`src/rtl/prng_pkg.sv`:
```
// Shared types and constants for the PRNG output path.
// Latency: n/a (package only).
// Backpressure: n/a (package only).
package prng_pkg;

    // Width of the PRNG rand word.
    localparam int PRNG_WIDTH = 32;

    // Serializer states. PAR is only ever entered when parity is built in
    // (P2S_PARITY_EN).
    typedef enum logic [1:0] {
        IDLE  = 2'd0,
        SHIFT = 2'd1,
        PAR   = 2'd2
    } p2s_state_t;

endpackage

```
`src/rtl/prng_p2s_baud_tick.sv`:
```
// Bit-period divider for the serializer: emits a 1-cycle tick every CLK_DIV cycles.
// Latency: tick asserts combinationally in the last cycle of each bit period.
// Backpressure: none; the counter free-runs while en is high and restarts on clr.
//
// Ports:
//   clk, rst  clock, synchronous active-high reset
//   en        count enable (serializer busy)
//   clr       restart the bit period (a new frame is being loaded)
//   tick      high in the final cycle of the current bit period
module p2s_baud_tick #(
    parameter int CLK_DIV = 4
) (
    input  logic clk,
    input  logic rst,
    input  logic en,
    input  logic clr,
    output logic tick
);

    // A 1-bit counter is kept even for CLK_DIV=1; it simply sits at zero.
    localparam int CW = (CLK_DIV > 1) ? $clog2(CLK_DIV) : 1;
    localparam logic [CW-1:0] LAST = CW'(CLK_DIV - 1);

    logic [CW-1:0] cnt;

    always_ff @(posedge clk) begin
        if (rst || clr) begin
            cnt <= '0;
        end else if (en) begin
            cnt <= (cnt == LAST) ? '0 : cnt + CW'(1);
        end
    end

    assign tick = en && (cnt == LAST);

endmodule

```
`src/rtl/prng_p2s.sv`:
```
// Parallel-to-serial converter behind the PRNG core, with a 1-word holding buffer.
// Latency: din_valid -> first serial bit 1 cycle; each bit lasts CLK_DIV cycles.
// Backpressure: p2s_ready = !hold_full; a strobe while not ready is dropped and sets overflow.
//
// Build option: define P2S_PARITY_EN to append one even-parity bit (PAR state) per frame.
//
// Ports:
//   clk, rst    clock, synchronous active-high reset
//   din         parallel word from the PRNG
//   din_valid   one-cycle strobe qualifying din
//   p2s_ready   a word can be accepted this cycle (holding buffer empty)
//   sout        serial data bit
//   sout_valid  sout carries a frame bit
//   sof         first bit period of each frame
//   busy        serializer is in SHIFT or PAR
//   overflow    sticky: a word was dropped because the buffer was full
module prng_p2s
    import prng_pkg::*;
#(
    parameter int WIDTH     = PRNG_WIDTH,
    parameter int CLK_DIV   = 4,
    parameter int MSB_FIRST = 1
) (
    input  logic             clk,
    input  logic             rst,
    input  logic [WIDTH-1:0] din,
    input  logic             din_valid,
    output logic             p2s_ready,
    output logic             sout,
    output logic             sout_valid,
    output logic             sof,
    output logic             busy,
    output logic             overflow
);

    localparam int BW = $clog2(WIDTH + 1);
    localparam logic [BW-1:0] LAST_BIT = BW'(WIDTH - 1);

    p2s_state_t       state;
    p2s_state_t       state_nxt;
    logic [WIDTH-1:0] shreg;
    logic [WIDTH-1:0] hold;
    logic             hold_vld;
    logic [BW-1:0]    bit_cnt;
    logic             ovf;
`ifdef P2S_PARITY_EN
    logic             par_bit;
`endif

    logic             tick;
    logic             last_bit;
    logic             frame_end;
    logic             shift_en;
    logic             load_hold;
    logic             load_din;
    logic             load;
    logic             hold_wr;
    logic [WIDTH-1:0] load_word;
    logic             data_bit;

    p2s_baud_tick #(
        .CLK_DIV (CLK_DIV)
    ) u_baud (
        .clk  (clk),
        .rst  (rst),
        .en   (busy),
        .clr  (load),
        .tick (tick)
    );

    always_ff @(posedge clk) begin
        if (rst) begin
            state <= IDLE;
        end else begin
            state <= state_nxt;
        end
    end

    always_comb begin
        state_nxt = state;
        frame_end = 1'b0;
        shift_en  = 1'b0;
        last_bit  = (bit_cnt == LAST_BIT);

        case (state)
            IDLE: begin
                if (din_valid) begin
                    state_nxt = SHIFT;
                end
            end
            SHIFT: begin
                if (tick) begin
                    if (last_bit) begin
`ifdef P2S_PARITY_EN
                        state_nxt = PAR;
`else
                        frame_end = 1'b1;
`endif
                    end else begin
                        shift_en = 1'b1;
                    end
                end
            end
`ifdef P2S_PARITY_EN
            PAR: begin
                if (tick) begin
                    frame_end = 1'b1;
                end
            end
`endif
            default: state_nxt = IDLE;
        endcase

        // At the end of a frame a waiting word has priority; with the buffer
        // empty a strobe in the very same cycle goes straight to the shifter.
        load_hold = frame_end && hold_vld;
        load_din  = din_valid && !hold_vld && ((state == IDLE) || frame_end);
        load      = load_hold || load_din;
        load_word = load_hold ? hold : din;

        if (frame_end) begin
            state_nxt = load ? SHIFT : IDLE;
        end

        hold_wr = din_valid && !hold_vld && (state != IDLE) && !frame_end;
    end

    always_ff @(posedge clk) begin
        if (rst) begin
            shreg    <= '0;
            hold     <= '0;
            hold_vld <= 1'b0;
            bit_cnt  <= '0;
            ovf      <= 1'b0;
`ifdef P2S_PARITY_EN
            par_bit  <= 1'b0;
`endif
        end else begin
            if (load) begin
                shreg   <= load_word;
                bit_cnt <= '0;
`ifdef P2S_PARITY_EN
                par_bit <= ^load_word;
`endif
            end else if (shift_en) begin
                shreg   <= (MSB_FIRST != 0) ? {shreg[WIDTH-2:0], 1'b0}
                                            : {1'b0, shreg[WIDTH-1:1]};
                bit_cnt <= bit_cnt + BW'(1);
            end

            if (hold_wr) begin
                hold     <= din;
                hold_vld <= 1'b1;
            end else if (load_hold) begin
                hold_vld <= 1'b0;
            end

            // Covers the drain cycle too: hold_vld is still set then.
            if (din_valid && hold_vld) begin
                ovf <= 1'b1;
            end
        end
    end

    assign data_bit   = (MSB_FIRST != 0) ? shreg[WIDTH-1] : shreg[0];
    assign busy       = (state != IDLE);
    assign sout_valid = busy;
    assign sof        = (state == SHIFT) && (bit_cnt == '0);
    assign p2s_ready  = !hold_vld;
    assign overflow   = ovf;

`ifdef P2S_PARITY_EN
    assign sout = (state == SHIFT) ? data_bit :
                  (state == PAR)   ? par_bit  : 1'b0;
`else
    assign sout = (state == SHIFT) ? data_bit : 1'b0;
`endif

endmodule

```
`config.mk`:
```
export PLATFORM = sky130hd
export DESIGN_NAME = prng_p2s
export DESIGN_NICKNAME = d
export VERILOG_FILES = /design/src/rtl/prng_pkg.sv /design/src/rtl/prng_p2s_baud_tick.sv /design/src/rtl/prng_p2s.sv
export SDC_FILE = /design/constraint.sdc
export NUM_CORES = 1
export LEC_CHECK = 0
export ABC_AREA = 1
export CORE_ASPECT_RATIO = 1.4
export CORE_MARGIN = 5
export CORE_UTILIZATION = 55
export DETAILED_ROUTE_END_ITERATION = 8
export PLACE_DENSITY = 0.86
export SYNTH_ARGS = -nofsm -noshare
export SYNTH_HDL_FRONTEND = slang
export SYNTH_SLANG_ARGS = --single-unit
```
`constraint.sdc`:
```
create_clock -name clk -period 3.1 [get_ports clk]
set_clock_uncertainty 0.2 [all_clocks]
set_input_delay 0.31 -clock clk [delete_from_list [all_inputs] [get_ports clk]]
set_output_delay 0.31 -clock clk [all_outputs]
set_load 0.02 [all_outputs]
```
==> impl_metrics.json <==
{
  "htree_num_levels": 3,
  "synth_top_family_by_area": "simple AND/OR/NAND/NOR gates",
  "antenna_cells": 0,
  "slew_headroom_pct": 60.2,
  "die-area_um2": 9020,
  "cts_setup_buffers": 0,
  "end_kind": "flip-flop",
  "drc": 0,
  "cp-start-kind": "flip-flop",
  "synth_flop_cell": "dfxtp_1",
  "grt_pass1_vias": 3644,
  "drive_gt1_share_pct": 5.32,
  "avgViaCountPerCell": 5.10,
  "routedWlPerCell_um": 11.5,
  "place.gp.congestion": 0.826,
  "cap_viol_max_count": 0,
  "cts_made_buffers": 9,
  "n_fill_cell": 612,
  "synth_cell_types": 27,
  "drt_iter0_markers": 298,
  "yosys.area.top_type": "dfxtp_1",
  "cts-hold-fix-buffers": 0,
  "die_h_um": 110,
  "worstSetupPathType": "flip-flop to flip-flop",
  "num_vias": 3840,
  "avgSynthCellArea_um2": 6.25,
  "max_freq_mhz": 413,
  "multi_input_area_um2": 2020,
  "worst_slew_pin_slew_ns": 0.596,
  "rows": 36,
  "setup_viol": 0,
  "worst-path-max-fanout": 62,
  "dieWidth_um": 81.7,
  "clock_sinks": 75,
  "tns_ns": 0,
  "tritoncts": "yes",
  "status": "completed",
  "grt_overflow": 0,
  "clock_latency_ns": 0.36,
  "synthSimpleGateAreaFrac_pct": 43.7,
  "fin_crit_sh_pct": 78.2,
  "wl_um": 8700,
  "grt_max_degree": 63,
  "final_max_slew_viol_count": 0,
  "ioPinCount": 41,
  "hold_path.class": "flip-flop to flip-flop",
  "final_antenna_net_count": 0,
  "synth-seq-area-share_pct": 37.9,
  "muxShareOfSynthArea_pct": 0,
  "synth_fa_ha_area_share_pct": 0.948,
  "async_flop_share_pct": 0,
  "final_cell_mix": "nand2_1 (239), nor2_1 (134), dfxtp_1 (75), inv_1 (46), clkdlybuf4s50_1 (40)",
  "io_buffer_count": 40,
  "synth-seq-cells": 75,
  "cp.required_ns": 3.16,
  "fin_util_pct": 63.8,
  "cts_resized": 0,
  "ys_warn_count": 0,
  "synth-xor-area-share_pct": 0.221,
  "rsz0062_at_grt": "false",
  "synth_top_cell_area_share_pct": 37.9,
  "cts.clk_slew.worst_paths_ns": 0.08,
  "syn-instance-count": 633,
  "core_um2": 6980,
  "root_buffer": "clkbuf_8",
  "final_common_cell": "nand2_1",
  "power_density_nw_per_um2": 461,
  "grt.total_usage_pct": 21.6,
  "ir_drop_uv": 321,
  "drt_first_pass_iters": 5,
  "cts_buffer_depth": 2,
  "syn_area_um2": 3960,
  "grt_first_pass_wirelength_um": 15500,
  "seq_area_um2": 1500,
  "syn2layout_area_growth_pct": 12.5,
  "leakage_nw": 2.17,
  "hold_viol": 0,
  "synthTopCellsByArea": "dfxtp_1 (38%), nand2_1 (23%), nor2_1 (13%), nand4_1 (5.2%), o21ai_0 (4.7%)",
  "synth_edf_count": 0,
  "synth_compound_area_share_pct": 6.13,
  "nets": 691,
  "dp_hpwl_um": 5650,
  "antenna_found_initial": 0,
  "syn-num-nets": 671,
  "worstPathArrival_ns": 2.48,
  "fin_crit_ns": 2.42,
  "start_util_pct": 56.7
}
## metrics by stage
step	instance area (um^2)	total power, mW	worst slack [ns]	instances	hold WS, ns
5_1_grt	4450	2.15	0.362	753	0.295
3_5_place_dp	4280	1.39	0.663	737	0.268
6_report	4450	2.05	0.677	753	0.280
2_1_floorplan	3960	1.30	1.31	633	0.182
4_1_cts	4450	2.06	0.638	753	0.279
3_3_place_gp	4280	1.38	0.768	737	0.253
## cells by family (layout without fill, tap and decap cells)
logic type / Yosys count / count (layout)
AO/OA/AOI/OAI: 47 / 47
adder cells (fa/ha/maj): 3 / 3
buffers and inverters: 87 / 112
XOR/XNOR: 1 / 1
AND/OR/NAND/NOR: 420 / 420
flip-flops: 75 / 75
## synthesized netlist by cell type (3+ instances only)
cell type / number
o21ai_0: 37
nand4_1: 33
ha_1: 3
buf_2: 19
inv_1: 46
buf_8: 4
nand2_2: 4
buf_6: 5
clkbuf_1: 7
nand2_1: 239
dfxtp_1: 75
nor2_1: 134
a21oi_1: 8
## power by group
group	leakage [nW]	switching [mW]	total, mW	internal, mW
logic	1.46	0.173	0.304	0.131
registers	0.616	0.0348	1.06	1.03
clock network	0.0905	0.350	0.683	0.333
total	2.17	0.557	2.05	1.49
## flip-flops by register name (all words and copies together) (netlist names)
| signal | flops |
|---|---|
| bit_cnt | 6 |
| hold | 32 |
| hold_vld | 1 |
| overflow | 1 |
| shreg | 32 |
| state | 1 |
| u_baud.cnt | 2 |
## worst max-delay path: stages, from the launching register on
cell and delay (ns):
dfxtp_1 0.39, ha_1 0.23, nand2_1 0.09, nor2_2 0.17
nand4_4 0.48, nand2_8 0.52, nand2_1 0.11, nand2_1 0.07
nor2_1 0.04
## final timing paths
path,depth (start not counted),slack (ns),from,endpoint
hold reg to reg,2,0.28,u_baud.cnt[1],u_baud.cnt[1]
setup reg to reg,8,0.68,bit_cnt[1],shreg[16]
setup / recovery,8,0.68,bit_cnt[1],shreg[16]
hold / removal,2,0.28,u_baud.cnt[1],u_baud.cnt[1]
## layer usage
metal	GRT usage (%)	wire (um)	up-vias
met5	0	0	-
met4	9.98	138	0
met3	2.03	523	12
met2	39.2	4290	121
met1	25.3	3750	1717
li1	-	-	1990
## area by class of cell
type | instances | area share [%]
multi-input combinational | 471 | 45.3
sequential | 75 | 33.7
timing repair buffer | 48 | 10.3
inverter | 48 | 4.05
clock buffer | 14 | 3.65
tap | 95 | 2.67
clock inverter | 2 | 0.225
Note: power is estimated with default switching activity, not from simulation.
